File: src/rtl/boxing_pkg.sv
// Shared codes for the boxing game: player states, match phases, winner codes,
// plus the small arithmetic helpers the referee uses.
package boxing_pkg;

    typedef enum logic [1:0] {
        ST_NONE  = 2'b00,
        ST_DEF   = 2'b01,
        ST_ATK   = 2'b10,
        ST_PUNCH = 2'b11
    } pstate_t;

    typedef enum logic [1:0] {
        PH_IDLE  = 2'b00,
        PH_COUNT = 2'b01,
        PH_FIGHT = 2'b10,
        PH_OVER  = 2'b11
    } phase_t;

    typedef enum logic [1:0] {
        WIN_NONE = 2'b00,
        WIN_P1   = 2'b01,
        WIN_P2   = 2'b10,
        WIN_DRAW = 2'b11
    } winner_t;

    function automatic logic [2:0] sat_dec(input logic [2:0] v);
        return (v == 3'd0) ? 3'd0 : v - 3'd1;
    endfunction

    function automatic winner_t hp_compare(input logic [2:0] hp1, input logic [2:0] hp2);
        if (hp1 > hp2) begin
            return WIN_P1;
        end else if (hp2 > hp1) begin
            return WIN_P2;
        end else begin
            return WIN_DRAW;
        end
    endfunction

endpackage

File: src/rtl/punch_edge.sv
// Detects the rising edge into the punching state for one player.
module punch_edge
    import boxing_pkg::*;
(
    input  logic       clk_act,
    input  logic       rst,
    input  logic [1:0] state,
    output logic       evt
);

    logic [1:0] prev_r;

    // Previous player state, tracked in every phase so a held punch never re-fires.
    always_ff @(posedge clk_act) begin
        if (!rst) begin
            prev_r <= ST_NONE;
        end else begin
            prev_r <= state;
        end
    end

    assign evt = (state == ST_PUNCH) && (prev_r != ST_PUNCH);

endmodule

File: src/rtl/bout_referee.sv
// Match controller: countdown, punch resolution, hit points, round timer and winner.
module bout_referee
    import boxing_pkg::*;
#(
    parameter int HP_MAX    = 5,
    parameter int ROUND_SEC = 60,
    parameter int TICK_DIV  = 1000,
    parameter int COUNT_CYC = 3000
) (
    input  logic       clk_act,
    input  logic       rst,
    input  logic       start,
    input  logic [1:0] p1_state,
    input  logic [1:0] p2_state,
    output logic       fight_en,
    output logic [1:0] phase,
    output logic [2:0] p1_hp,
    output logic [2:0] p2_hp,
    output logic [6:0] time_left,
    output logic       hit1,
    output logic       hit2,
    output logic       blk1,
    output logic       blk2,
    output logic [1:0] winner
);

    localparam int TW = (TICK_DIV > 1) ? $clog2(TICK_DIV) : 1;
    localparam int CW = (COUNT_CYC > 1) ? $clog2(COUNT_CYC) : 1;
    localparam logic [TW-1:0] TICK_LAST  = TW'(TICK_DIV - 1);
    localparam logic [CW-1:0] COUNT_LAST = CW'(COUNT_CYC - 1);
    localparam logic [2:0]    HP_INIT    = 3'(HP_MAX);
    localparam logic [6:0]    TIME_INIT  = 7'(ROUND_SEC);

    phase_t        phase_r;
    winner_t       winner_r;
    logic          fight_en_r;
    logic [2:0]    p1_hp_r, p2_hp_r;
    logic [6:0]    time_left_r;
    logic [TW-1:0] tick_r;
    logic [CW-1:0] cnt_r;
    logic          hit1_r, hit2_r, blk1_r, blk2_r;

    logic          evt1_s, evt2_s;
    logic          hit1_s, hit2_s, blk1_s, blk2_s;
    logic [2:0]    p1_hp_nx_s, p2_hp_nx_s;
    logic          end_s;

    punch_edge u_edge1 (.clk_act(clk_act), .rst(rst), .state(p1_state), .evt(evt1_s));
    punch_edge u_edge2 (.clk_act(clk_act), .rst(rst), .state(p2_state), .evt(evt2_s));

    // Resolve each player's punch independently: blocked if the opponent defends, else a hit.
    always_comb begin
        hit1_s     = 1'b0;
        hit2_s     = 1'b0;
        blk1_s     = 1'b0;
        blk2_s     = 1'b0;
        p1_hp_nx_s = p1_hp_r;
        p2_hp_nx_s = p2_hp_r;
        if ((phase_r == PH_FIGHT) && evt1_s) begin
            if (p2_state == ST_DEF) begin
                blk2_s = 1'b1;
            end else begin
                hit1_s     = 1'b1;
                p2_hp_nx_s = sat_dec(p2_hp_r);
            end
        end else begin
            blk2_s = 1'b0;
        end
        if ((phase_r == PH_FIGHT) && evt2_s) begin
            if (p1_state == ST_DEF) begin
                blk1_s = 1'b1;
            end else begin
                hit2_s     = 1'b1;
                p1_hp_nx_s = sat_dec(p1_hp_r);
            end
        end else begin
            blk1_s = 1'b0;
        end
    end

    assign end_s = (p1_hp_r == 3'd0) || (p2_hp_r == 3'd0) || (time_left_r == 7'd0);

    // Match FSM with timer and HP registers; the exit edge out of FIGHT is still a full fight cycle.
    always_ff @(posedge clk_act) begin
        if (!rst) begin
            phase_r     <= PH_IDLE;
            fight_en_r  <= 1'b0;
            p1_hp_r     <= HP_INIT;
            p2_hp_r     <= HP_INIT;
            time_left_r <= TIME_INIT;
            winner_r    <= WIN_NONE;
            tick_r      <= '0;
            cnt_r       <= '0;
            hit1_r      <= 1'b0;
            hit2_r      <= 1'b0;
            blk1_r      <= 1'b0;
            blk2_r      <= 1'b0;
        end else begin
            hit1_r <= 1'b0;
            hit2_r <= 1'b0;
            blk1_r <= 1'b0;
            blk2_r <= 1'b0;
            case (phase_r)
                PH_IDLE, PH_OVER: begin
                    if (start) begin
                        phase_r     <= PH_COUNT;
                        p1_hp_r     <= HP_INIT;
                        p2_hp_r     <= HP_INIT;
                        time_left_r <= TIME_INIT;
                        winner_r    <= WIN_NONE;
                        tick_r      <= '0;
                        cnt_r       <= '0;
                    end else begin
                        phase_r <= phase_r;
                    end
                end
                PH_COUNT: begin
                    if (cnt_r == COUNT_LAST) begin
                        phase_r    <= PH_FIGHT;
                        fight_en_r <= 1'b1;
                        cnt_r      <= '0;
                    end else begin
                        cnt_r <= cnt_r + CW'(1);
                    end
                end
                PH_FIGHT: begin
                    hit1_r  <= hit1_s;
                    hit2_r  <= hit2_s;
                    blk1_r  <= blk1_s;
                    blk2_r  <= blk2_s;
                    p1_hp_r <= p1_hp_nx_s;
                    p2_hp_r <= p2_hp_nx_s;
                    if (tick_r == TICK_LAST) begin
                        tick_r <= '0;
                        if (time_left_r != 7'd0) begin
                            time_left_r <= time_left_r - 7'd1;
                        end else begin
                            time_left_r <= 7'd0;
                        end
                    end else begin
                        tick_r <= tick_r + TW'(1);
                    end
                    if (end_s) begin
                        phase_r    <= PH_OVER;
                        fight_en_r <= 1'b0;
                        winner_r   <= hp_compare(p1_hp_nx_s, p2_hp_nx_s);
                    end else begin
                        phase_r <= PH_FIGHT;
                    end
                end
                default: begin
                    phase_r    <= PH_IDLE;
                    fight_en_r <= 1'b0;
                end
            endcase
        end
    end

    assign fight_en  = fight_en_r;
    assign phase     = phase_r;
    assign p1_hp     = p1_hp_r;
    assign p2_hp     = p2_hp_r;
    assign time_left = time_left_r;
    assign hit1      = hit1_r;
    assign hit2      = hit2_r;
    assign blk1      = blk1_r;
    assign blk2      = blk2_r;
    assign winner    = winner_r;

endmodule

File: config.mk
export PLATFORM = sky130hd
export DESIGN_NAME = bout_referee
export DESIGN_NICKNAME = d
export VERILOG_FILES = /design/src/rtl/boxing_pkg.sv /design/src/rtl/punch_edge.sv /design/src/rtl/bout_referee.sv
export SDC_FILE = /design/constraint.sdc
export NUM_CORES = 1
export LEC_CHECK = 0
export ABC_AREA = 1
export CAP_MARGIN = 30
export CORE_UTILIZATION = 60
export DETAILED_ROUTE_END_ITERATION = 7
export HOLD_SLACK_MARGIN = 0.06
export PLACE_DENSITY = 0.89
export SYNTH_ARGS = -nofsm -noshare
export SYNTH_HDL_FRONTEND = slang
export SYNTH_SLANG_ARGS = --single-unit
File: constraint.sdc
create_clock -name clk_act -period 5.2 [get_ports clk_act]
set_input_delay 1.04 -clock clk_act [delete_from_list [all_inputs] [get_ports clk_act]]
set_output_delay 1.04 -clock clk_act [all_outputs]
set_load 0.05 [all_outputs]
==> impl_metrics.csv, run 1 <==
group,metric,value,unit
cts,post_cts_buffers,0,
worst_setup_path,cp.arrival,3.05,ns
route,drt-total-wl,5490,µm
worst_setup_path,cp_slowest_stage_delay,0.54,ns
route,vias,2388,
cts,cts_made_buffers,5,
route,viasPerCell,5.20,
timing,worstMarginPinSlew,0.711,ns
worst_setup_path,startpoint_type,"input port",
power_and_ir_drop,power.leakage,1.36,nW
synthesis,synth_area,2650,µm²
worst_setup_path,cp.required,5.46,ns
worst_setup_path,slowest_stage,"clkdlybuf4s50_1",
hold_path,worstHoldStart,"time_left[1]",
worst_setup_path,r2r_slack,2.69,ns
power_and_ir_drop,switching_share,46.4,%
timing,fin_hold_ws,0.488,ns
power_and_ir_drop,p_seq_share,34.7,%
synthesis,netlist_top_cells_area,"dfxtp_1, nand2_1, inv_1, nor2_1, ha_1",
cts,cts-root-buf,"clkbuf_8",
timing,slew_headroom,52.5,%
synthesis,synth_largest_area_cell,"dfxtp_1",
placed_design,place_ws,2.11,ns
cells_and_area,layout.cells.most_common,"nand2_1",
route,drc_errors,0,
timing,setup_tns,0,ns
synthesis,ys_seq_elements,48,
timing,rsz0062_at_grt,"no",
cts,cts_resized,0,
global_routing,grt_pass1_vias,2153,
placed_design,gp_congestion,0.885,
power_and_ir_drop,switchingPower,604,µW
global_routing,use_met2,47.2,%
cells_and_area,antenna_cells,0,
synthesis,syn_area_per_cell,6.95,µm²
cells_and_area,nets,428,
global_routing,grt_max_degree,17,
floorplan,start_util,64.3,%
hold_path,min_delay_path_depth,2,
worst_setup_path,r2r-start,"phase[0]",
worst_setup_path,rr_endpoint,"winner[0]",
placed_design,portBuffers,28,
placed_design,placedInstanceArea,2930,µm²
timing,drv_slew,0,
cells_and_area,design_area,3000,µm²
cts,htreeDepth,2,
timing,worst_slack,2.41,ns
route,drt_iter0_drc,154,
cells_and_area,area_growth,13.4,%
cts,clk_latency,0.31,ns
cts,cts_tree,"yes",
cells_and_area,drive_above_1_share,8.07,%
worst_setup_path,worstPathCellList,"clkdlybuf4s50_1 -> nand3_1 -> nor2_2 -> nand2_1 -> o21ai_1 -> ha_1 -> a21oi_1 -> nand2_1 -> a21oi_1 -> o21ai_1 -> nor2_1",
timing,finalCritPeriodShare,53.7,%
timing,setup_viol,0,
power_and_ir_drop,power_frac_clock,16.3,%
floorplan,coreArea,4120,µm²
global_routing,top_usage_layer,"met2",
synthesis,syn_nets,400,
floorplan,die_h,68.4,µm
worst_setup_path,critPathLaunch,"p2_state[0]",
route,wl_per_cell,12.0,µm
worst_setup_path,critPathCaptureType,"register",
timing,fmax,0.358,GHz
cts,cts_sinks,48,
cts,hold_buffers,0,
floorplan,rows,23,
power_and_ir_drop,power_frac_comb,49.0,%
power_and_ir_drop,power_density,433,nW/µm²
synthesis,ys_types,34,
run_status,status,"complete, no violations",
power_and_ir_drop,peakVddDrop,0.294,mV
hold_path,holdPathEnd,"time_left[1]",
job,max-cap-violations,0,
global_routing,met3_usage,5.17,%
synthesis,yosysSeqAreaShare,36.3,%
global_routing,grt_pass1_wl,8940,µm
placed_design,numPlacedInstances,452,
floorplan,dieArea,4680,µm²
worst_setup_path,critical_path.max_fanout,5,
timing,finClkSkew,0.0135,ns
cts,clk_pin_slew_worst_paths,0.09,ns
synthesis,ys_warn_count,0,
floorplan,die_w,68.4,µm
hold_path,hold_path_class,"register to register",
cells_and_area,finalNonFillerCells,459,
global_routing,grt_antenna_before_repair,0,
synthesis,synth_top_area_share,36.3,%
synthesis,synth_cells,381,
timing,min_period,2.79,ns
power_and_ir_drop,p_int,697,µW
cts,cts_max_path_buffers,2,
global_routing,use_met1,29.5,%
timing,hold_violations,0,
floorplan,ios,29,
route,ant_nets,0,
global_routing,grtUsageTotal,26.0,%
worst_setup_path,critical_path_class,"input port to register",
worst_setup_path,r2r_cells,12,
global_routing,overflow,0,
cells_and_area,final_cell_mix,"nand2_1, inv_1, nor2_1, dfxtp_1, clkdlybuf4s50_1",
placed_design,place_hpwl,4020,µm
route,dr.pass1.iters,4,
-- critical path, delay by kind of cell --
family                     cells  cell delay (ns)
adders and majority gates      1             0.29
AOI/OAI and AO/OA              4             0.61
and+or+nand+nor                5             0.56
buffers and inverters          1             0.54
-- metal layers --
metal | vias to the layer above | share of wire, %
met3 | 7 | 3.8
met4 | 0 | 1.0
met2 | 49 | 50
met5 | - | 0
met1 | 1085 | 45
li1 | 1247 | -
-- power groups by stage --
stage | Sequential, mW | Clock (mW) | Combinational (mW)
floorplan | 0.541 | 0 | 0.438
global placement | 0.457 | 0 | 0.617
detailed placement | 0.459 | 0 | 0.630
CTS | 0.451 | 0.217 | 0.635
global route | 0.456 | 0.224 | 0.699
finish | 0.451 | 0.212 | 0.637
-- cell families (layout without fill, tap and decap cells) --
kind of cell,after synthesis,count (layout),synth area share [%]
xor+xnor,9,9,2.98
buf+inv,64,92,10.5
fa+ha+maj,12,12,5.67
simple gates,213,213,36.3
compound gates,35,35,8.18
flops,48,48,36.3
-- how the worst max path moves through the flow --
stage,to,slack (ns),cells past startpoint
final,winner[0],2.41,11
after global routing,winner[0],2.19,11
after CTS,winner[0],2.42,11
after detailed placement,winner[0],2.11,11
after global placement,winner[0],2.19,12
after floorplan,winner[0],2.81,13
-- registers in the layout, indices dropped and copies added (netlist names) --
signal,count
blk2,1
p2_hp,3
hit1,1
fight_en,1
phase,2
u_edge2.prev_r,2
cnt_r,12
u_edge1.prev_r,2
hit2,1
blk1,1
tick_r,10
winner,2
p1_hp,3
time_left,7
-- Yosys cell counts, drive strengths merged --
cell type,instances
a21o,1
and3,1
buf,5
ha,12
a21oi,22
and2,1
inv,57
nor2,59
nand4,8
nor4,2
clkbuf,2
nand2,109
dfxtp,48
xor2,9
nor3,13
nand3b,1
o21ai,11
nand3,19
o22ai,1
-- metrics by stage --
stage / power, mW / utilization [%]
final: 1.30 / 73.0
after global routing: 1.38 / 73.0
after CTS: 1.30 / 73.0
after detailed placement: 1.09 / 71.1
after global placement: 1.07 / 71.1
after floorplan: 0.978 / -
-- cell type report --
cell class | count | area (µm²)
tap | 50 | 62.6
timing repair buffer | 28 | 280
inverter | 57 | 214
fill | 358 | 1110
clock inverter | 1 | 5.00
clock buffer | 6 | 72.6
sequential | 48 | 961
multi-input combinational | 269 | 1410
Power figures use the tool's default switching activity.
==> run 2, diff against run 1 <==
- CORE_UTILIZATION: 60 -> 51
- PLACE_DENSITY: 0.89 -> 0.81
- clock period: 5.2 -> 2.5 ns (I/O delays scaled with it)
==> run 2 against run 1 <==
  * Clock skew shrank 0.0029 ns
  * Combinational power grew 110%
  * Utilization shrank 9.8 points
  * Routed wire length shrank 6.0%
  * Die area grew 17%
  * Critical path type is now register to register
  * Critical endpoint is now winner[1]
  * Largest power group unchanged
==> impl_metrics.csv, run 2 (synthesis results as in run 1) <==
group,metric,value,unit
timing,finalCritPeriodShare,88.8,%
timing,fin_hold_ws,0.478,ns
global_routing,overflow,0,
run_status,status,"complete, no violations",
route,viasPerCell,4.93,
global_routing,grt_pass1_vias,2198,
route,wl_per_cell,10.8,µm
timing,rsz0062_at_grt,"no",
cells_and_area,regMostFlops,"cnt_r",
route,vias,2368,
cts,cts_tree,"yes",
cells_and_area,nets,431,
worst_setup_path,cp.arrival,2.46,ns
cts,post_cts_buffers,0,
job,max-cap-violations,0,
placed_design,place_hpwl,3890,µm
cts,clk_latency,0.30,ns
worst_setup_path,critPathCaptureType,"register",
floorplan,rows,25,
route,ant_nets,0,
cells_and_area,final_cell_mix,"nand2_1, inv_1, nor2_1, dfxtp_1, clkdlybuf4s50_1",
hold_path,hold_path_class,"register to register",
cts,cts-root-buf,"clkbuf_8",
timing,slew_headroom,65.7,%
floorplan,start_util,54.6,%
route,dr.pass1.iters,4,
cts,cts_made_buffers,5,
global_routing,grt_pass1_wl,9090,µm
worst_setup_path,cp_slowest_stage_delay,0.36,ns
cts,clk_pin_slew_worst_paths,0.09,ns
worst_setup_path,r2r_slack,0.28,ns
floorplan,ios,29,
timing,setup_tns,0,ns
cells_and_area,drive_above_1_share,9.44,%
worst_setup_path,slowest_stage,"dfxtp_1",
route,drc_errors,0,
worst_setup_path,critical_path.max_fanout,8,
power_and_ir_drop,power_density,895,nW/µm²
placed_design,portBuffers,28,
cts,cts_max_path_buffers,2,
timing,min_period,2.22,ns
cells_and_area,area_growth,15.7,%
cells_and_area,largest_register_ff_count,12,
worst_setup_path,critPathCapture,"winner[1]",
timing,fmax,0.450,GHz
route,drt_iter0_drc,117,
global_routing,grt_max_degree,17,
cts,cts_sinks,48,
cts,htreeDepth,2,
timing,drv_slew,0,
global_routing,grt_antenna_before_repair,0,
global_routing,grtUsageTotal,21.2,%
worst_setup_path,cp.required,2.74,ns
worst_setup_path,r2r_cells,14,
timing,hold_violations,0,
timing,finClkSkew,0.0106,ns
floorplan,dieArea,5480,µm²
worst_setup_path,rr_endpoint,"winner[1]",
floorplan,die_h,74.1,µm
floorplan,die_w,74.1,µm
worst_setup_path,critPathLaunch,"phase[0]",
power_and_ir_drop,power.leakage,1.38,nW
cells_and_area,n_fill_cell,430,
cells_and_area,antenna_cells,0,
cells_and_area,layout.cells.most_common,"nand2_1",
route,drt-total-wl,5160,µm
worst_setup_path,critical_path_class,"register to register",
power_and_ir_drop,peakVddDrop,0.554,mV
worst_setup_path,r2r-start,"phase[0]",
placed_design,gp_congestion,0.883,
floorplan,coreArea,4850,µm²
timing,worstMarginPinSlew,0.513,ns
timing,setup_viol,0,
worst_setup_path,startpoint_type,"register",
worst_setup_path,worstPathCellList,"inv_1 -> ha_2 -> buf_4 -> inv_2 -> nor2_1 -> nand4_1 -> nand2_1 -> nand2_1 -> inv_1 -> ha_1 -> nand3b_1 -> a21oi_1 -> nand3_1 -> a21oi_1",
## run 2: cell count changes in the layout (fill, tap and decap cells not counted)
cell	previous run	this run
ha_2	0	1
buf_4	0	3
clkbuf_1	1	0
clkinv_2	1	2
clkbuf_8	5	6
ha_1	12	11
## run 2: final cells by class
| class | count | area [µm²] | area share (%) |
|---|---|---|---|
| Clock inverter | 2 | 10.0 | 0.327 |
| Clock buffer | 6 | 82.6 | 2.69 |
| Inverter | 57 | 214 | 6.98 |
| Multi-Input combinational cell | 269 | 1410 | 46.0 |
| Tap cell | 67 | 83.8 | 2.74 |
| Timing Repair Buffer | 31 | 303 | 9.88 |
| Sequential cell | 48 | 961 | 31.4 |
## run 2: where the power goes
part	switching [mW]	internal (mW)	total, mW
Clock	0.257	0.221	0.478
Combinational	0.907	0.421	1.33
Sequential	0.0810	0.855	0.936
## run 2: how the worst min path moves through the flow
stage | start | to | cells after the start
5_1_grt | winner[1] | winner[1] | 2
2_1_floorplan | tick_r[0] | tick_r[0] | 2
6_report | time_left[0] | time_left[0] | 2
3_5_place_dp | time_left[0] | time_left[0] | 2
3_3_place_gp | time_left[0] | time_left[0] | 2
4_1_cts | time_left[0] | time_left[0] | 2
## run 2: critical path, delay by kind of cell, from the launching register on
kind                     cells  cell delay (ns)
adder cells (fa/ha/maj)      2             0.52
AO/OA/AOI/OAI                2             0.32
flip-flops                   1             0.36
AND/OR/NAND/NOR              6             0.50
buffers and inverters        4             0.46
## run 2: metrics by stage
stage	utilization (%)	area [µm²]	total power, mW	cells	setup WS (ns)
3_3_place_gp	61.2	2970	2.25	472	0.0881
2_1_floorplan	-	2650	2.04	381	0.111
5_1_grt	63.2	3060	2.93	480	0.0936
3_5_place_dp	61.2	2970	2.27	472	0.00653
4_1_cts	63.1	3060	2.74	480	0.204
6_report	63.2	3060	2.74	480	0.280
## run 2: metal layers
metal / up-vias / global-route usage, % / wire length [µm]
li1: 1252 / - / -
met1: 1068 / 24.8 / 2420
met2: 42 / 38.3 / 2510
met3: 6 / 4.47 / 177
met4: 0 / 7.05 / 51
met5: - / 0 / 0
## run 2: repair_timing
action | in CTS | in global routing
hold buffers | 0 | 0
gates resized for setup | 0 | 1
endpoints found under the hold margin | 0 | 0
setup endpoints to repair | 0 | 1
